`config.mk`:
```
export PLATFORM = sky130hd
export DESIGN_NAME = hlsm_job_sequencer
export DESIGN_NICKNAME = d
export VERILOG_FILES = /design/src/rtl/hlsm_job_sequencer.sv
export SDC_FILE = /design/constraint.sdc
export NUM_CORES = 1
export LEC_CHECK = 0
export CORE_MARGIN = 2
export CORE_UTILIZATION = 45
export DETAILED_ROUTE_END_ITERATION = 12
export PLACE_DENSITY = 0.69
export SLEW_MARGIN = 30
export SYNTH_ARGS = -nofsm -noshare
export SYNTH_HDL_FRONTEND = slang
export SYNTH_SLANG_ARGS = --single-unit
```
`constraint.sdc`:
```
create_clock -name Clk -period 9.9 [get_ports Clk]
set_input_delay 0.99 -clock Clk [delete_from_list [all_inputs] [get_ports Clk]]
set_output_delay 0.99 -clock Clk [all_outputs]
set_load 0.005 [all_outputs]
```
`src/rtl/hlsm_job_sequencer.sv`:
```
// Job sequencer: queues {a,b,c} operand sets and runs each one through an
// external HLSM datapath (start/done handshake) with a WAIT timeout abort.
module hlsm_job_sequencer #(
    parameter int WIDTH   = 32,
    parameter int DEPTH   = 4,
    parameter int TIMEOUT = 63
) (
    input  logic                        Clk,
    input  logic                        Rst,
    input  logic                        in_valid,
    output logic                        in_ready,
    input  logic signed [WIDTH-1:0]     in_a,
    input  logic signed [WIDTH-1:0]     in_b,
    input  logic signed [WIDTH-1:0]     in_c,
    output logic                        hlsm_start,
    output logic signed [WIDTH-1:0]     hlsm_a,
    output logic signed [WIDTH-1:0]     hlsm_b,
    output logic signed [WIDTH-1:0]     hlsm_c,
    input  logic                        hlsm_done,
    input  logic signed [WIDTH-1:0]     hlsm_z,
    input  logic signed [WIDTH-1:0]     hlsm_x,
    output logic                        out_valid,
    input  logic                        out_ready,
    output logic signed [WIDTH-1:0]     out_z,
    output logic signed [WIDTH-1:0]     out_x,
    output logic                        out_err,
    output logic                        busy,
    output logic [$clog2(DEPTH+1)-1:0]  count
);

    // state  | meaning
    // IDLE   | waiting for a queued job; pops the FIFO head when one exists
    // LAUNCH | hlsm_start high for this single cycle
    // WAIT   | waiting for a done rising edge or the timeout
    // EMIT   | result held on out_* until out_ready

    localparam int PW = $clog2(DEPTH);
    localparam int CW = $clog2(DEPTH + 1);
    localparam int TW = (TIMEOUT > 0) ? $clog2(TIMEOUT + 1) : 1;

    typedef enum logic [1:0] {
        S_IDLE,
        S_LAUNCH,
        S_WAIT,
        S_EMIT
    } state_t;

    state_t                  r_state;
    state_t                  w_state_nx;

    logic [3*WIDTH-1:0]      r_mem [DEPTH];
    logic [PW-1:0]           r_wr_ptr;
    logic [PW-1:0]           r_rd_ptr;
    logic [CW-1:0]           r_count;

    logic                    r_hlsm_start;
    logic signed [WIDTH-1:0] r_hlsm_a;
    logic signed [WIDTH-1:0] r_hlsm_b;
    logic signed [WIDTH-1:0] r_hlsm_c;
    logic                    r_done_q;
    logic [TW-1:0]           r_wait_cnt;

    logic                    r_out_valid;
    logic signed [WIDTH-1:0] r_out_z;
    logic signed [WIDTH-1:0] r_out_x;
    logic                    r_out_err;

    logic                    w_push;
    logic                    w_pop;
    logic                    w_done_rise;
    logic                    w_complete;
    logic                    w_abort;
    logic                    w_ack;

    assign in_ready    = Rst && (r_count < CW'(DEPTH));
    assign w_push      = in_valid && in_ready;
    assign w_done_rise = hlsm_done && !r_done_q;

    always_ff @(posedge Clk) begin
        if (!Rst) begin
            r_state <= S_IDLE;
        end else begin
            r_state <= w_state_nx;
        end
    end

    // Completion is tested ahead of the timeout so it wins a same-cycle tie.
    always_comb begin
        w_state_nx = r_state;
        w_pop      = 1'b0;
        w_complete = 1'b0;
        w_abort    = 1'b0;
        w_ack      = 1'b0;
        case (r_state)
            S_IDLE: begin
                if (r_count != '0) begin
                    w_pop      = 1'b1;
                    w_state_nx = S_LAUNCH;
                end
            end
            S_LAUNCH: begin
                w_state_nx = S_WAIT;
            end
            S_WAIT: begin
                if (w_done_rise) begin
                    w_complete = 1'b1;
                    w_state_nx = S_EMIT;
                end else if (r_wait_cnt == TW'(TIMEOUT)) begin
                    w_abort    = 1'b1;
                    w_state_nx = S_EMIT;
                end
            end
            S_EMIT: begin
                if (out_ready) begin
                    w_ack      = 1'b1;
                    w_state_nx = S_IDLE;
                end
            end
            default: begin
                w_state_nx = S_IDLE;
            end
        endcase
    end

    always_ff @(posedge Clk) begin
        if (w_push) begin
            r_mem[r_wr_ptr] <= {in_a, in_b, in_c};
        end
    end

    always_ff @(posedge Clk) begin
        if (!Rst) begin
            r_wr_ptr <= '0;
            r_rd_ptr <= '0;
            r_count  <= '0;
        end else begin
            if (w_push) begin
                r_wr_ptr <= r_wr_ptr + PW'(1);
            end
            if (w_pop) begin
                r_rd_ptr <= r_rd_ptr + PW'(1);
            end
            case ({w_push, w_pop})
                2'b10:   r_count <= r_count + CW'(1);
                2'b01:   r_count <= r_count - CW'(1);
                default: r_count <= r_count;
            endcase
        end
    end

    always_ff @(posedge Clk) begin
        if (!Rst) begin
            r_hlsm_start <= 1'b0;
            r_hlsm_a     <= '0;
            r_hlsm_b     <= '0;
            r_hlsm_c     <= '0;
            r_done_q     <= 1'b0;
            r_wait_cnt   <= '0;
        end else begin
            r_hlsm_start <= w_pop;
            r_done_q     <= hlsm_done;
            if (w_pop) begin
                {r_hlsm_a, r_hlsm_b, r_hlsm_c} <= r_mem[r_rd_ptr];
            end
            if (r_state == S_WAIT && w_state_nx == S_WAIT) begin
                r_wait_cnt <= r_wait_cnt + TW'(1);
            end else begin
                r_wait_cnt <= '0;
            end
        end
    end

    always_ff @(posedge Clk) begin
        if (!Rst) begin
            r_out_valid <= 1'b0;
            r_out_z     <= '0;
            r_out_x     <= '0;
            r_out_err   <= 1'b0;
        end else if (w_complete) begin
            r_out_valid <= 1'b1;
            r_out_z     <= hlsm_z;
            r_out_x     <= hlsm_x;
            r_out_err   <= 1'b0;
        end else if (w_abort) begin
            r_out_valid <= 1'b1;
            r_out_z     <= '0;
            r_out_x     <= '0;
            r_out_err   <= 1'b1;
        end else if (w_ack) begin
            r_out_valid <= 1'b0;
        end
    end

    assign hlsm_start = r_hlsm_start;
    assign hlsm_a     = r_hlsm_a;
    assign hlsm_b     = r_hlsm_b;
    assign hlsm_c     = r_hlsm_c;
    assign out_valid  = r_out_valid;
    assign out_z      = r_out_z;
    assign out_x      = r_out_x;
    assign out_err    = r_out_err;
    assign busy       = (r_state != S_IDLE);
    assign count      = r_count;

endmodule

```
==> impl_metrics.ini <==
[place]
placed_cell_area_mm2 = 0.0239
dp_hpwl_um = 26600
gp_congestion = 0.898
port_buffers = 332

[final_layout]
final_util_pct = 58.4
area_growth_pct = 28.3
drive_above_1_share_pct = 13.9
finish.instance_area_mm2 = 0.0258
fin_nets = 1602

[setup_path]
cp.depth = 5
crit_chain = clkdlybuf4s50_1 > inv_2 > buf_4 > nor2_1 > clkdlybuf4s50_1
cp-start-kind = input pin
path_common_cell = clkdlybuf4s50_1
end_kind = primary output
arrival_ps = 2950
cp.required_ps = 8910
cp_max_fo = 74
path_buf_inv = 4
reg2reg_depth = 4
r2r_end = hlsm_a[24]
cp_slowest_cell = buf_4
crit_path_end = in_ready
reg2reg_setup_slack_ps = 6840
critPathTopFamily = buffers and inverters
critical_path_class = input pin to primary output
r2r-start = r_rd_ptr[0]
crit_start = Rst
critPathMaxStageDelay_ps = 620

[synth]
synth_fp_nets = 1279
synthArstFlopShare_pct = 0
yosysTopAreaCellShare_pct = 57.4
syn_inst = 1107
synth-edff-count = 384
netlist_top_cells_area = edfxtp_1, dfxtp_1, mux4_2
synth_area_mm2 = 0.0201
syn_avg_cell_area_um2 = 18.1
yosys_warnings = 0
ys_seq_elements = 563
synth_ff_type = edfxtp_1
seq_area_frac_synth_pct = 75.2
ys_types = 42
synth_top_cell_by_area = edfxtp_1

[floorplanning]
dieWidth_um = 215
start_util_pct = 45.5
core_mm2 = 0.0441
die-height_um = 215
dieArea_mm2 = 0.0464
rows = 77
ios = 333

[cts]
postCtsHoldBufs = 0
post-cts-setup-buffers = 0
cts_tree = done
clk_pin_slew_ps = 60
htree_num_levels = 2
ctsLongestPathBuffers = 3
cts_buffers = 55
cts.sinks = 563
clock-root-buffer = clkbuf_16
cts_resized = 0
clk_latency_ps = 590

[power]
p_per_area_mw_per_mm2 = 246
peakVddDrop_mv = 0.142
leakage_nw = 8.33

[sta]
rsz0062_at_grt = false
setup_viol = 0
fin_crit_sh_pct = 39.8
slew_headroom_pct = 38.2
fin_setup_tns_ps = 0
fmax_mhz = 254
post-route-min-period_ps = 3940
worst_pin_slew_ps = 926
fin_skew_ps = 16.3
slew_violations = 0
hold_viol_final = 0

[detailed_routing]
drtAntennaViolNets = 0
detail_route.first_pass.iterations = 5
first_iter_violations = 884
wirelength_um = 44800
wl_per_cell_um = 21.6
via_count = 11271
vias_per_cell = 5.44
drc = 0

[status]
status = finished, final reports clean

[global_route]
grt_pass1_vias = 11712
grt_start_max_net_pins = 76
grt_first_pass_wirelength_um = 69000
grt_overflow = 0
antenna_found_initial = 1
grt_usage_pct = 19.3

[job]
cap_viol_max_count = 0

[worst_hold_path]
hp-class = flip-flop to flip-flop
[cell usage in the layout, fill, tap and decap left out, types with 5 or more instances in the layout]
cell	count
inv_1	8
o211ai_1	64
nor2_1	11
ha_1	6
dfxtp_1	177
clkbuf_8	13
a21oi_1	68
a22o_1	96
nand2_1	68
mux4_2	96
edfxtp_1	384
clkbuf_1	18
clkinv_1	5
clkdlybuf4s50_1	332
buf_6	5
buf_4	10
clkbuf_16	56
clkinv_2	6
[sequential cells by signal, summed over array words and instances (netlist names), 2 cells and up]
register	cells
count	3
hlsm_a	32
hlsm_b	32
hlsm_c	32
out_x	32
out_z	32
r_mem	384
r_rd_ptr	2
r_state	2
r_wait_cnt	6
r_wr_ptr	2
[per-layer routing]
| layer | track usage [%] | up-vias | part of all wire (%) |
|---|---|---|---|
| met1 | 26.0 | 5722 | 42 |
| met3 | 4.74 | 65 | 7.4 |
| met2 | 30.8 | 399 | 48 |
| met5 | 0 | - | 0 |
| met4 | 7.03 | 0 | 2.7 |
| li1 | - | 5085 | - |
[worst min path at each step]
stage	cells past startpoint	from	to	slack, ps
floorplan	1	r_wait_cnt[5]	r_wait_cnt[5]	460
global placement	1	hlsm_a[13]	hlsm_a[13]	460
detailed placement	1	hlsm_b[28]	hlsm_b[28]	460
CTS	1	hlsm_a[11]	hlsm_a[11]	480
global route	1	hlsm_b[23]	hlsm_b[23]	490
finish	1	hlsm_b[28]	hlsm_b[28]	480
[logic make-up (layout without fill, tap and decap cells)]
family	Yosys count	count (layout)	share of synthesized area [%]
AOI/OAI and AO/OA	241	241	8.75
xor gates and xnor gates	5	5	0.218
adders and majority gates	7	7	0.473
buffers and inverters	90	460	2.13
DFF	563	563	75.2
muxes	96	96	10.8
other	0	2	0
and+or+nand+nor	105	105	2.44
[cell usage after synthesis, types with 2 or more instances]
cell type	instances
xor2_1	2
clkbuf_1	38
xnor2_1	3
mux4_2	96
nand2_1	68
buf_4	4
nor3_1	2
nand4b_1	2
nand3_1	3
and2_1	5
buf_6	6
dfxtp_1	179
buf_1	9
nor2_1	11
inv_1	9
a21oi_1	68
a31oi_1	2
o31ai_1	2
o211ai_1	64
a311oi_1	2
or3_1	2
ha_1	6
edfxtp_1	384
buf_2	24
and3_1	2
o21ai_0	3
a22o_1	96
[layout make-up]
cell class	count	area [µm²]
Clock inverter	17	180
Timing Repair Buffer	347	3450
Tap cell	592	741
Inverter	9	33.8
Sequential cell	563	15100
Clock buffer	87	1650
Fill cell	3404	18400
Multi-Input combinational cell	454	4590
Antenna cell	2	5.00
[power by group]
group | total (W) | switching [W] | internal (W)
Clock | 0.00207 | 0.000849 | 0.00122
Sequential | 0.00297 | 0.000183 | 0.00278
Combinational | 0.00132 | 0.000569 | 0.000748
Total | 0.00635 | 0.00160 | 0.00475
[stage by stage]
step           setup slack [ps]  hold WS (ps)  total power (W)  instances
2_1_floorplan              5810           464          0.00370       1107
3_3_place_gp               5910           464          0.00433       1965
3_5_place_dp               5940           464          0.00435       1965
4_1_cts                    5970           483          0.00644       2069
5_1_grt                    5890           491          0.00664       2069
6_report                   5960           475          0.00635       2071
No activity file was read; power rests on OpenSTA's default activity.
